[src/rtl/lat_cfg_pkg.sv]
// Shared types and frame layout for the look-at-table configuration serializer.
package lat_cfg_pkg;

   // Frame geometry: five 5-bit jump states above a 2-bit clock-select field.
   localparam int unsigned LAT_FRAME_W    = 27;
   localparam int unsigned LAT_JUMP_W     = 5;
   localparam int unsigned LAT_CLKSEL_W   = 2;

   // Bit offsets of each field within the frame (LSB of the field).
   localparam int unsigned LAT_CLKSEL_OFS = 0;
   localparam int unsigned LAT_JUMP0_OFS  = 2;
   localparam int unsigned LAT_JUMP1_OFS  = 7;
   localparam int unsigned LAT_JUMP2_OFS  = 12;
   localparam int unsigned LAT_JUMP3_OFS  = 17;
   localparam int unsigned LAT_JUMP4_OFS  = 22;

   // Serializer control states.
   typedef enum logic [2:0] {
      ST_IDLE     = 3'd0,
      ST_SHIFT    = 3'd1,
      ST_WAIT_ACK = 3'd2,
      ST_DONE     = 3'd3,
      ST_ERR      = 3'd4
   } lat_state_e;

   // Structured view of one transition-table frame; jump4 is sent first.
   typedef struct packed {
      logic [LAT_JUMP_W-1:0]   jump4;
      logic [LAT_JUMP_W-1:0]   jump3;
      logic [LAT_JUMP_W-1:0]   jump2;
      logic [LAT_JUMP_W-1:0]   jump1;
      logic [LAT_JUMP_W-1:0]   jump0;
      logic [LAT_CLKSEL_W-1:0] clk_sel;
   } lat_frame_t;

endpackage

[src/rtl/lat_cfg_shreg.sv]
// Loadable left-shift register with bit counter; o_last flags the final frame bit.
module lat_cfg_shreg #(
   parameter int unsigned FRAME_W = 27
) (
   input  logic               clk,
   input  logic               nrst,
   input  logic               i_load,
   input  logic               i_shift,
   input  logic [FRAME_W-1:0] i_data,
   output logic               o_msb,
   output logic               o_last
);

   localparam int unsigned CNT_W = (FRAME_W > 1) ? $clog2(FRAME_W) : 1;

   logic [FRAME_W-1:0] r_shreg;
   logic [CNT_W-1:0]   r_cnt;

   // Capture a new frame or shift one bit out MSB-first with zero fill.
   always_ff @(posedge clk or negedge nrst) begin
      if (!nrst) begin
         r_shreg <= '0;
         r_cnt   <= '0;
      end else if (i_load) begin
         r_shreg <= i_data;
         r_cnt   <= '0;
      end else if (i_shift) begin
         r_shreg <= {r_shreg[FRAME_W-2:0], 1'b0};
         r_cnt   <= r_cnt + CNT_W'(1);
      end
   end

   assign o_msb  = r_shreg[FRAME_W-1];
   assign o_last = (r_cnt == CNT_W'(FRAME_W - 1));

endmodule

[src/rtl/lat_cfg_serializer.sv]
// Accepts a parallel frame, shifts it out serially and waits for the core's acknowledge.
module lat_cfg_serializer
   import lat_cfg_pkg::*;
#(
   parameter int unsigned FRAME_W     = LAT_FRAME_W,
   parameter int unsigned ACK_TIMEOUT = 64
) (
   input  logic               clk,
   input  logic               nrst,
   input  logic               load_valid,
   output logic               load_ready,
   input  logic [FRAME_W-1:0] load_data,
   input  logic               abort,
   input  logic               clear_err,
   output logic               ser_out,
   output logic               ser_en,
   input  logic               ack_in,
   output logic               busy,
   output logic               frame_done,
   output logic               err
);

   localparam int unsigned TO_W = (ACK_TIMEOUT > 1) ? $clog2(ACK_TIMEOUT) : 1;

   lat_state_e       r_state;
   lat_state_e       w_state_nxt;
   logic [TO_W-1:0]  r_to_cnt;
   logic             r_err;
   logic             w_load;
   logic             w_shift;
   logic             w_err_set;
   logic             w_err_clr;
   logic             w_msb;
   logic             w_last;
   logic             w_to_last;

   lat_cfg_shreg #(
      .FRAME_W (FRAME_W)
   ) u_shreg (
      .clk     (clk),
      .nrst    (nrst),
      .i_load  (w_load),
      .i_shift (w_shift),
      .i_data  (load_data),
      .o_msb   (w_msb),
      .o_last  (w_last)
   );

   assign w_to_last = (r_to_cnt == TO_W'(ACK_TIMEOUT - 1));

   // State register.
   always_ff @(posedge clk or negedge nrst) begin
      if (!nrst) begin
         r_state <= ST_IDLE;
      end else begin
         r_state <= w_state_nxt;
      end
   end

   // Next-state and control decode; abort outranks acknowledge and timeout.
   always_comb begin
      w_state_nxt = r_state;
      w_load      = 1'b0;
      w_shift     = 1'b0;
      w_err_set   = 1'b0;
      w_err_clr   = 1'b0;
      case (r_state)
         ST_IDLE: begin
            if (r_err) begin
               w_err_clr = clear_err;
            end else if (load_valid) begin
               w_load      = 1'b1;
               w_state_nxt = ST_SHIFT;
            end
         end
         ST_SHIFT: begin
            if (abort) begin
               w_state_nxt = ST_IDLE;
            end else begin
               w_shift = 1'b1;
               if (w_last) begin
                  w_state_nxt = ST_WAIT_ACK;
               end
            end
         end
         ST_WAIT_ACK: begin
            if (abort) begin
               w_state_nxt = ST_IDLE;
            end else if (ack_in) begin
               w_state_nxt = ST_DONE;
            end else if (w_to_last) begin
               w_state_nxt = ST_ERR;
               w_err_set   = 1'b1;
            end
         end
         ST_DONE: begin
            w_state_nxt = ST_IDLE;
         end
         ST_ERR: begin
            w_state_nxt = ST_IDLE;
         end
         default: begin
            w_state_nxt = ST_IDLE;
         end
      endcase
   end

   // Acknowledge timeout counter, held at zero outside WAIT_ACK so it restarts on entry.
   always_ff @(posedge clk or negedge nrst) begin
      if (!nrst) begin
         r_to_cnt <= '0;
      end else if (r_state != ST_WAIT_ACK) begin
         r_to_cnt <= '0;
      end else begin
         r_to_cnt <= r_to_cnt + TO_W'(1);
      end
   end

   // Sticky timeout flag, cleared only from IDLE.
   always_ff @(posedge clk or negedge nrst) begin
      if (!nrst) begin
         r_err <= 1'b0;
      end else if (w_err_set) begin
         r_err <= 1'b1;
      end else if (w_err_clr) begin
         r_err <= 1'b0;
      end
   end

   // Outputs decoded from registered state only.
   assign load_ready = (r_state == ST_IDLE) && !r_err;
   assign ser_en     = (r_state == ST_SHIFT);
   assign ser_out    = (r_state == ST_SHIFT) && w_msb;
   assign busy       = (r_state == ST_SHIFT) || (r_state == ST_WAIT_ACK) || (r_state == ST_DONE);
   assign frame_done = (r_state == ST_DONE);
   assign err        = r_err;

endmodule

[config.mk]
export PLATFORM = sky130hd
export DESIGN_NAME = lat_cfg_serializer
export DESIGN_NICKNAME = d
export VERILOG_FILES = /design/src/rtl/lat_cfg_pkg.sv /design/src/rtl/lat_cfg_shreg.sv /design/src/rtl/lat_cfg_serializer.sv
export SDC_FILE = /design/constraint.sdc
export NUM_CORES = 1
export LEC_CHECK = 0
export BUFFER_PORTS_ARGS = -buffer_cell sky130_fd_sc_hd__buf_2
export CAP_MARGIN = 10
export CORE_ASPECT_RATIO = 1.1
export CORE_MARGIN = 3
export CORE_UTILIZATION = 25
export DETAILED_ROUTE_END_ITERATION = 8
export PLACE_DENSITY_LB_ADDON = 0.25
export SYNTH_ARGS = -nofsm -noshare
export SYNTH_HDL_FRONTEND = slang
export SYNTH_SLANG_ARGS = --single-unit
[constraint.sdc]
create_clock -name clk -period 3.1 [get_ports clk]
set_clock_uncertainty 0.05 [all_clocks]
set_input_delay 0.62 -clock clk [delete_from_list [all_inputs] [get_ports clk]]
set_output_delay 0.62 -clock clk [all_outputs]
set_load 0.01 [all_outputs]
==> run_results.csv <==
group,metric,value,unit
outcome,status,"complete, no violations",
synth,synth_seq_area_share,0.5490,
die,die_h,97.78,um
run,maxCapViolations,0,
synth,synth.distinct_cells,34,
critical_path,cp-start-kind,"flip-flop",
route,dr.pass1.iters,3,
synth,synth_flop_cell,"dfrtp_1",
cts,post_cts_buffers,0,
pwr,power.total,2.039,mW
grt,grt_pass1_wl,7176,um
critical_path,r2r_cells,4,
synth,synth_fp_nets,238,
synth,synth-seq-cells,42,
die,initial_utilization,0.2656,
route,num_vias,1527,
grt,globalRoute.totalOverflow,0,
critical_path,end_kind,"primary output",
die,die_w,89.44,um
cts,clk_pin_slew,0.08,ns
timing,slew-limit-headroom,0.3731,
timing,rsz0062_at_grt,"false",
layout,finalNetCount,276,
timing,setup_viol,0,
synth,synth_area,1914,sq um
grt,grt_pass1_vias,1535,
critical_path,crit_start,"r_state[2]",
layout,multi_input_area,788.3,sq um
timing,hold_viol,0,
placed_design,dp.cells,318,
route,first_iter_violations,78,
pwr,power.density,892.9,nW/um^2
timing,tightest_slew,0.9404,ns
cts,cts_htree_levels,2,
synth,synth_edf_count,0,
pwr,peakVddDrop,0.2496,mV
timing,fmax,454.4,MHz
die,row_count,32,
min_path,hold_class,"input port to async pin",
timing,period_share,0.7098,
timing,period_needed,2.200,ns
synth,synth.largest_area_cell,"dfrtp_1",
layout,drive_above_1_share,0.2075,
placed_design,dp_hpwl,2988,um
critical_path,timing.rr.start,"r_state[2]",
synth,syn_area_per_cell,9.477,sq um
critical_path,worstPathArrival,1.53,ns
die,io-pin-count,39,
synth,yosys-top-cells-area,"dfrtp_1, nor2_1, o22ai_1",
grt,grt_usage,0.1028,
route,detail-route-antenna-nets,0,
cts,cts_tree,"done",
critical_path,cp.required,2.43,ns
critical_path,reg2reg_to,"u_shreg.r_shreg[19]",
route,routed_wl,4284,um
synth,synth_top_area_share,0.5490,
cts,cts_buffers,5,
pwr,leakagePower,1.057,nW
route,routedWlPerCell,13.14,um
layout,antenna_cells,0,
route,remaining_drc_errors,0,
cts,cts_max_path_buffers,2,
grt,antenna_found_initial,0,
placed_design,io_buffers,38,
die,die_area,8745,sq um
grt,grt_max_degree,43,
critical_path,cp_max_fo,9,
cts,cts-root-buf,"clkbuf_8",
synth,async_flop_share,1.000,
synth,synth_cells,202,
critical_path,critPathKind,"flip-flop to primary output",
cts,clock_latency,0.29,ns
layout,n_fill_cell,777,
cts,cts_hold_buf,0,
layout,area_growth,19.28,%
die,core-area,7207,sq um
critical_path,crit_end,"load_ready",
critical_path,reg2reg_slack,1.16,ns
timing,fin_tns_setup,0,ns
cts,clkSinkCount,42,
synth,ys_warn_count,0,
layout,layout.cells.non_filler,326,
route,viasPerCell,4.684,
layout,register_area,1051,sq um
placed_design,place.gp.congestion,0.7183,
timing,slew_viol_final,0,
cts,cts_resized,0,
cell families (layout without fill, tap and decap cells):
family,Yosys count,after routing,share of synthesized area
adders and majority gates,3,3,0.01961
AOI/OAI and AO/OA,37,37,0.1333
buffers and inverters,14,53,0.03921
xor gates and xnor gates,7,7,0.03203
and+or+nand+nor,99,99,0.2268
DFF,42,42,0.5490
metrics by stage:
step           cell area, sq um  utilization  hold WS (ns)  setup WS, ns
6_report                   2283       0.3168        0.4124        0.8995
5_1_grt                    2283       0.3168        0.4559        0.8207
4_1_cts                    2283       0.3168        0.4285        0.8728
3_5_place_dp               2173       0.3016        0.4108        0.9917
3_3_place_gp               2173       0.3016        0.4057         1.018
2_1_floorplan              1914            -        0.2744         1.310
routing by layer:
layer  global-route usage  part of all wire  vias to the layer above
li1                     -                 -                      773
met1               0.1441              0.50                      727
met2               0.1520              0.45                       23
met3              0.03376             0.040                        4
met4              0.02749             0.010                        0
met5                    0                 0                        -
cell usage after synthesis, types with 3 or more instances:
master / n
o22ai_1: 18
a22oi_1: 7
dfrtp_1: 42
nor2_1: 51
ha_1: 3
buf_2: 6
xor2_1: 6
nand3_1: 5
nand2_1: 27
inv_1: 4
worst min-delay path by stage:
stage	endpoint	cells past startpoint	slack, ns
2_1_floorplan	err	0	0.27
3_3_place_gp	u_shreg.r_shreg[26]	2	0.41
3_5_place_dp	u_shreg.r_shreg[26]	2	0.41
4_1_cts	u_shreg.r_shreg[26]	2	0.43
5_1_grt	u_shreg.r_shreg[25]	2	0.46
6_report	u_shreg.r_shreg[10]	1	0.41
registers in the layout (all words and copies together) (netlist names):
name and flops:
u_shreg.r_shreg 27, r_state 3, r_to_cnt 6, err 1
u_shreg.r_cnt 5
where the power goes:
group | internal [mW] | leakage [nW] | total [mW] | switching (mW)
Combinational | 0.284 | 0.493 | 0.718 | 0.434
Sequential | 0.755 | 0.513 | 0.897 | 0.142
Clock | 0.240 | 0.0514 | 0.424 | 0.184
cell usage in the layout, fill, tap and decap left out, types with 2 or more instances in the layout:
cell type,instances
dfrtp_1,42
and3_1,2
o21ai_0,2
nand3_1,5
nand2_1,27
clkbuf_8,5
a21oi_1,2
a31oi_1,2
inv_1,4
o211ai_1,2
o22ai_1,18
nor3_1,2
xor2_1,6
nor2_1,51
ha_1,3
nand4_1,2
a22oi_1,7
buf_2,38
buf_4,3
worst max-delay path: stages (launching register included):
cell	delay, ns
dfrtp_1	0.48
or3_1	0.52
nor2_1	0.12
buf_2	0.14
layout make-up:
type | instances | area share
Inverter | 4 | 0.006575
Multi-Input combinational cell | 146 | 0.3452
Tap cell | 85 | 0.04658
Clock buffer | 6 | 0.03178
Sequential cell | 42 | 0.4603
Clock inverter | 2 | 0.01644
Timing Repair Buffer | 41 | 0.09315
Power figures use the tool's default switching activity.
